==> src/rtl/traffic_light_ctrl_p.sv <==
// Highway / local-road traffic light controller with parametrised phase
// timing, LR green extension, flashing night mode and a countdown output.
module traffic_light_ctrl_p #(
   parameter int GREEN_MIN    = 8,
   parameter int YELLOW_CYC   = 3,
   parameter int ALLRED_CYC   = 1,
   parameter int LR_GREEN_CYC = 4,
   parameter int LR_EXT_MAX   = 2,
   parameter int FLASH_HALF   = 4,
   parameter int CNT_W        = 8
) (
   input  logic             CLK,
   input  logic             RESET,
   input  logic             LR_has_Car,
   input  logic             flash_en,
   output logic [2:0]       HW_light,
   output logic [2:0]       LR_light,
   output logic [CNT_W-1:0] timer,
   output logic [2:0]       state_o
);

   localparam logic [2:0] HW_G  = 3'b000;
   localparam logic [2:0] HW_Y  = 3'b001;
   localparam logic [2:0] HW_R  = 3'b010;
   localparam logic [2:0] LR_G  = 3'b100;
   localparam logic [2:0] LR_Y  = 3'b101;
   localparam logic [2:0] LR_R  = 3'b110;
   localparam logic [2:0] FLASH = 3'b111;

   localparam logic [2:0] L_G = 3'b100;
   localparam logic [2:0] L_Y = 3'b010;
   localparam logic [2:0] L_R = 3'b001;
   localparam logic [2:0] L_O = 3'b000;

   localparam logic [CNT_W-1:0] LD_GREEN = CNT_W'(GREEN_MIN - 1);
   localparam logic [CNT_W-1:0] LD_YEL   = CNT_W'(YELLOW_CYC - 1);
   localparam logic [CNT_W-1:0] LD_ARED  = CNT_W'(ALLRED_CYC - 1);
   localparam logic [CNT_W-1:0] LD_LRG   = CNT_W'(LR_GREEN_CYC - 1);
   localparam logic [CNT_W-1:0] LD_FLASH = CNT_W'(FLASH_HALF - 1);

   // one spare bit keeps the counter legal when LR_EXT_MAX is 0
   localparam int EXT_W = $clog2(LR_EXT_MAX + 2);
   localparam logic [EXT_W-1:0] EXT_MAX = EXT_W'(LR_EXT_MAX);

   logic [2:0]       state, state_n;
   logic [CNT_W-1:0] tmr, tmr_n;
   logic [EXT_W-1:0] ext_cnt, ext_cnt_n;
   logic             phase, phase_n;
   logic             tmr_zero;

   assign tmr_zero = (tmr == '0);

   always_comb begin
      state_n   = state;
      tmr_n     = tmr_zero ? tmr : tmr - 1'b1;
      ext_cnt_n = ext_cnt;
      phase_n   = phase;
      case (state)
         HW_G: begin
            if (flash_en) begin
               state_n = FLASH;
               tmr_n   = LD_FLASH;
               phase_n = 1'b1;
            end else if (tmr_zero && LR_has_Car) begin
               state_n = HW_Y;
               tmr_n   = LD_YEL;
            end
         end
         HW_Y: begin
            if (tmr_zero) begin
               state_n = HW_R;
               tmr_n   = LD_ARED;
            end
         end
         HW_R: begin
            if (tmr_zero) begin
               state_n   = LR_G;
               tmr_n     = LD_LRG;
               ext_cnt_n = '0;
            end
         end
         LR_G: begin
            // each extension re-arms a single cycle at timer 0
            if (tmr_zero) begin
               if (LR_has_Car && ext_cnt < EXT_MAX) begin
                  tmr_n     = '0;
                  ext_cnt_n = ext_cnt + 1'b1;
               end else begin
                  state_n = LR_Y;
                  tmr_n   = LD_YEL;
               end
            end
         end
         LR_Y: begin
            if (tmr_zero) begin
               state_n = LR_R;
               tmr_n   = LD_ARED;
            end
         end
         LR_R: begin
            if (tmr_zero) begin
               state_n = HW_G;
               tmr_n   = LD_GREEN;
            end
         end
         FLASH: begin
            if (!flash_en) begin
               state_n = LR_R;
               tmr_n   = LD_ARED;
            end else if (tmr_zero) begin
               phase_n = ~phase;
               tmr_n   = LD_FLASH;
            end
         end
         default: begin
            state_n = HW_G;
            tmr_n   = LD_GREEN;
         end
      endcase
   end

   always_ff @(posedge CLK or negedge RESET) begin
      if (!RESET) begin
         state   <= HW_G;
         tmr     <= LD_GREEN;
         ext_cnt <= '0;
         phase   <= 1'b0;
      end else begin
         state   <= state_n;
         tmr     <= tmr_n;
         ext_cnt <= ext_cnt_n;
         phase   <= phase_n;
      end
   end

   always_comb begin
      HW_light = L_R;
      LR_light = L_R;
      case (state)
         HW_G:    HW_light = L_G;
         HW_Y:    HW_light = L_Y;
         LR_G:    LR_light = L_G;
         LR_Y:    LR_light = L_Y;
         FLASH: begin
            HW_light = phase ? L_Y : L_O;
            LR_light = phase ? L_R : L_O;
         end
         default: ;
      endcase
   end

   assign timer   = tmr;
   assign state_o = state;

endmodule

==> config.mk <==
export PLATFORM = sky130hd
export DESIGN_NAME = traffic_light_ctrl_p
export DESIGN_NICKNAME = d
export VERILOG_FILES = /design/src/rtl/traffic_light_ctrl_p.sv
export SDC_FILE = /design/constraint.sdc
export NUM_CORES = 1
export LEC_CHECK = 0
export CORE_ASPECT_RATIO = 0.9
export CORE_MARGIN = 2
export CORE_UTILIZATION = 44
export CTS_CLUSTER_DIAMETER = 30
export CTS_CLUSTER_SIZE = 16
export DETAILED_ROUTE_END_ITERATION = 16
export HOLD_SLACK_MARGIN = 0.15
export PLACE_DENSITY = 0.71
export SYNTH_ARGS = -nofsm -noshare
export SYNTH_HDL_FRONTEND = slang
export SYNTH_SLANG_ARGS = --single-unit
==> constraint.sdc <==
create_clock -name CLK -period 2.5 [get_ports CLK]
set_clock_uncertainty 0.1 [all_clocks]
set_input_delay 0.5 -clock CLK [delete_from_list [all_inputs] [get_ports CLK]]
set_output_delay 0.5 -clock CLK [all_outputs]
set_load 0.005 [all_outputs]
==> metrics.md <==
| Metric | Value |
|---|---|
| Outcome | `finished, final reports clean` |
| Hold WC Path Type | `reg2reg` |
| DP Wirelength | `1780 um` |
| Gr usage total | `21.0%` |
| H-tree Lvls | `1` |
| Area growth, synth to finish | `31.4%` |
| Synthesized area | `956 um2` |
| Via-to-Cell Ratio | `5.63` |
| Number of remaining DRC errors | `0` |
| Final core occ | `63.1%` |
| Fmax | `0.422 GHz` |
| First-pass GRT wire length | `3770 um` |
| Port-buffer cells | `20` |
| CTS tree | `done` |
| Max-Slew Margin vs Limit | `59.8%` |
| Unrepaired setup endpoints after global routing | `false` |
| Worst-path clk slew | `0.08 ns` |
| Worst-Skew Late Latency | `0.28 ns` |
| Post-DRT Antenna Nets | `0` |
| Initial antenna violation count | `0` |
| Synth Area in Simple Gates | `28.7%` |
| Period utilisation layout | `94.8%` |
| Critical Path End | `HW_light[2]` |
| Pwr Total | `1.62 mW` |
| XOR/XNOR share of the synthesized area | `4.58%` |
| Longest Clk Path Bufs | `2` |
| Layout cell share with drive strength beyond 1 | `15.0%` |
| Dpl ws | `0.115 ns` |
| Most frequent cells in the layout | `nor2_1 (22), clkdlybuf4s50_1 (20), dfrtp_1 (11)` |
| Largest net degree at the start of global routing | `16` |
| Synthesized instance count | `114` |
| Gpl congestion | `0.931` |
| CP Launch Point | `state_o[2]$_DFFE_PN0P_` |
| MaxCap Viol Count | `0` |
| Filler cells | `186` |
| Tmin final | `2.37 ns` |
| Initial core utilization | `48.1%` |
| Placeable core area | `1990 um2` |
| Die W | `53.1 um` |
| WHS | `0.383 ns` |
| Worst-Margin Slew | `0.602 ns` |
| Compound-Gate Fraction of Synth Area | `20.4%` |
| Post-synthesis sequential area ratio | `37.0%` |
| PnR worst setup slack | `0.130 ns` |
| Top-Level Pins | `21` |
| Worst Path Arrival | `1.77 ns` |
| Final Max Slew Viols | `0` |
| Setup_tns | `0 ns` |
| Worst vdd ir | `0.000685 V` |
| CTS Buf Count | `3` |
| DRT iter0 DRCs | `46` |
| DR pass1 iterations | `4` |
| Grt total ovfl | `0` |
| Syn Area/Cell | `8.39 um2` |
| Routed wire length | `2320 um` |
| Yosys warning total | `0` |
| Mux cell area share after synthesis | `1.05%` |
| Rows | `15` |
| Crit start category | `flop` |
| Pleak | `0.517 nW` |
| Final setup vio count | `0` |
| Critical R2R Launch | `timer[1]$_DFF_PN1_` |
| Vias | `929` |
| Final Hold Viols | `0` |
| Synth Area in Adders | `3.93%` |
| CP Data Required Time | `1.90 ns` |
| Vias in the first global route | `765` |
| Worst setup EP type | `output pin` |
| DIE AREA | `2560 um2` |
| Yosys reg bits | `14` |
| Largest family of logic cells by synthesized area | `simple AND/OR/NAND/NOR gates` |
| Reg2reg end | `timer[0]$_DFF_PN1_` |
| Commonest non-fill, non-tap cell in the layout | `nor2_1` |
| Clock sinks | `14` |
| Root Driver | `clkbuf_4` |
| Die height | `48.2 um` |
| PD cells | `1290 nW/um2` |
| Worst Setup Path Type | `reg2out` |
| Wire per inst | `14.0 um` |
| Synth cell types | `36` |
| Worst reg2reg path depth | `8` |
| Reg-to-reg slack, setup | `0.15 ns` |
| Worst Path Max Fanout | `11` |
| Diode count | `0` |
| Synth Net Count | `121` |
| NumNets Final | `148` |
==> Yosys cell counts <==
cell type	instances	area [um2]
nor2_1	22	82.6
dfrtp_1	11	275
nand2_1	10	37.5
a21oi_1	8	40.0
inv_1	6	22.5
nand2b_1	6	37.5
clkbuf_1	4	15.0
nand3_1	4	20.0
dfstp_2	3	78.8
ha_1	3	37.5
nor3_1	3	15.0
o21ai_0	3	15.0
xnor2_1	3	26.3
o21ai_1	2	10.0
o221ai_1	2	17.5
o31ai_1	2	15.0
or4b_4	2	27.5
xor2_1	2	17.5
a211o_1	1	8.76
a211oi_1	1	7.51
a21boi_0	1	7.51
a22o_1	1	8.76
a22oi_1	1	7.51
a2bb2oi_1	1	8.76
a311oi_1	1	8.76
a31oi_1	1	6.26
and2_1	1	6.26
inv_2	1	3.75
mux2i_1	1	10.0
nand3b_4	1	20.0
nor2b_1	1	6.26
nor4_4	1	21.3
o2111ai_1	1	8.76
o21ba_2	1	10.0
o22ai_1	1	6.26
o31a_1	1	8.76
==> worst max-delay path, cell delays in order, from the launching register on <==
cell and delay, ns:
dfrtp_1 0.51, nor2_1 0.23, nand2_1 0.13, inv_1 0.12, clkdlybuf4s50_1 0.50
==> logic make-up after synthesis <==
kind of cell | Yosys count
AO/OA/AOI/OAI | 29
XOR/XNOR | 5
adder cells (fa/ha/maj) | 3
buffers and inverters | 11
flip-flops | 14
multiplexers | 1
AND/OR/NAND/NOR | 51
==> what timing repair did <==
item	in CTS	in global routing
setup endpoints to repair	0	1
gates resized for setup	0	4
hold buffers	0	0
setup buffers	0	2
==> worst min-delay path by stage <==
stage | from | endpoint | slack, ns | depth (start not counted)
after CTS | ext_cnt[0]$_DFFE_PN0P_ | ext_cnt[0]$_DFFE_PN0P_ | 0.38 | 1
after floorplan | RESET | ext_cnt[0]$_DFFE_PN0P_ | 0.10 | 0
final | ext_cnt[0]$_DFFE_PN0P_ | ext_cnt[0]$_DFFE_PN0P_ | 0.38 | 1
after global routing | ext_cnt[0]$_DFFE_PN0P_ | ext_cnt[0]$_DFFE_PN0P_ | 0.42 | 1
after detailed placement | ext_cnt[0]$_DFFE_PN0P_ | ext_cnt[0]$_DFFE_PN0P_ | 0.37 | 1
after global placement | ext_cnt[0]$_DFFE_PN0P_ | ext_cnt[0]$_DFFE_PN0P_ | 0.36 | 1
==> area by class of cell <==
cell class                      instances  area, um2  share of cell area [%]
Sequential cell                        14        354                    28.2
Tap cell                               25       31.3                    2.49
Timing Repair Buffer                   26        245                    19.5
Clock buffer                            4       26.3                    2.09
Multi-Input combinational cell         89        573                    45.6
Inverter                                7       26.3                    2.09
==> per-stage QoR <==
| stage | cell area (um2) | instances |
|---|---|---|
| 2_1_floorplan | 956 | 114 |
| 3_3_place_gp | 1200 | 159 |
| 3_5_place_dp | 1200 | 159 |
| 4_1_cts | 1230 | 163 |
| 5_1_grt | 1260 | 165 |
| 6_report | 1260 | 165 |
==> state kept, by name, indices dropped and copies added (netlist names) <==
signal / count
timer: 8
state_o: 3
phase: 1
ext_cnt: 2
==> routing by layer <==
metal | part of all wire, % | vias up | track usage (%)
met5 | 0 | - | 0
met4 | 1.6 | 0 | 7.69
met3 | 5.3 | 5 | 5.83
met2 | 46 | 27 | 32.3
met1 | 47 | 444 | 28.6
li1 | - | 453 | -
==> report_power, final <==
part           total [mW]  switching (mW)  internal (mW)
Combinational       0.975           0.455          0.519
Clock               0.135          0.0725         0.0621
Sequential          0.507           0.154          0.354
No activity file was read; power rests on OpenSTA's default activity.
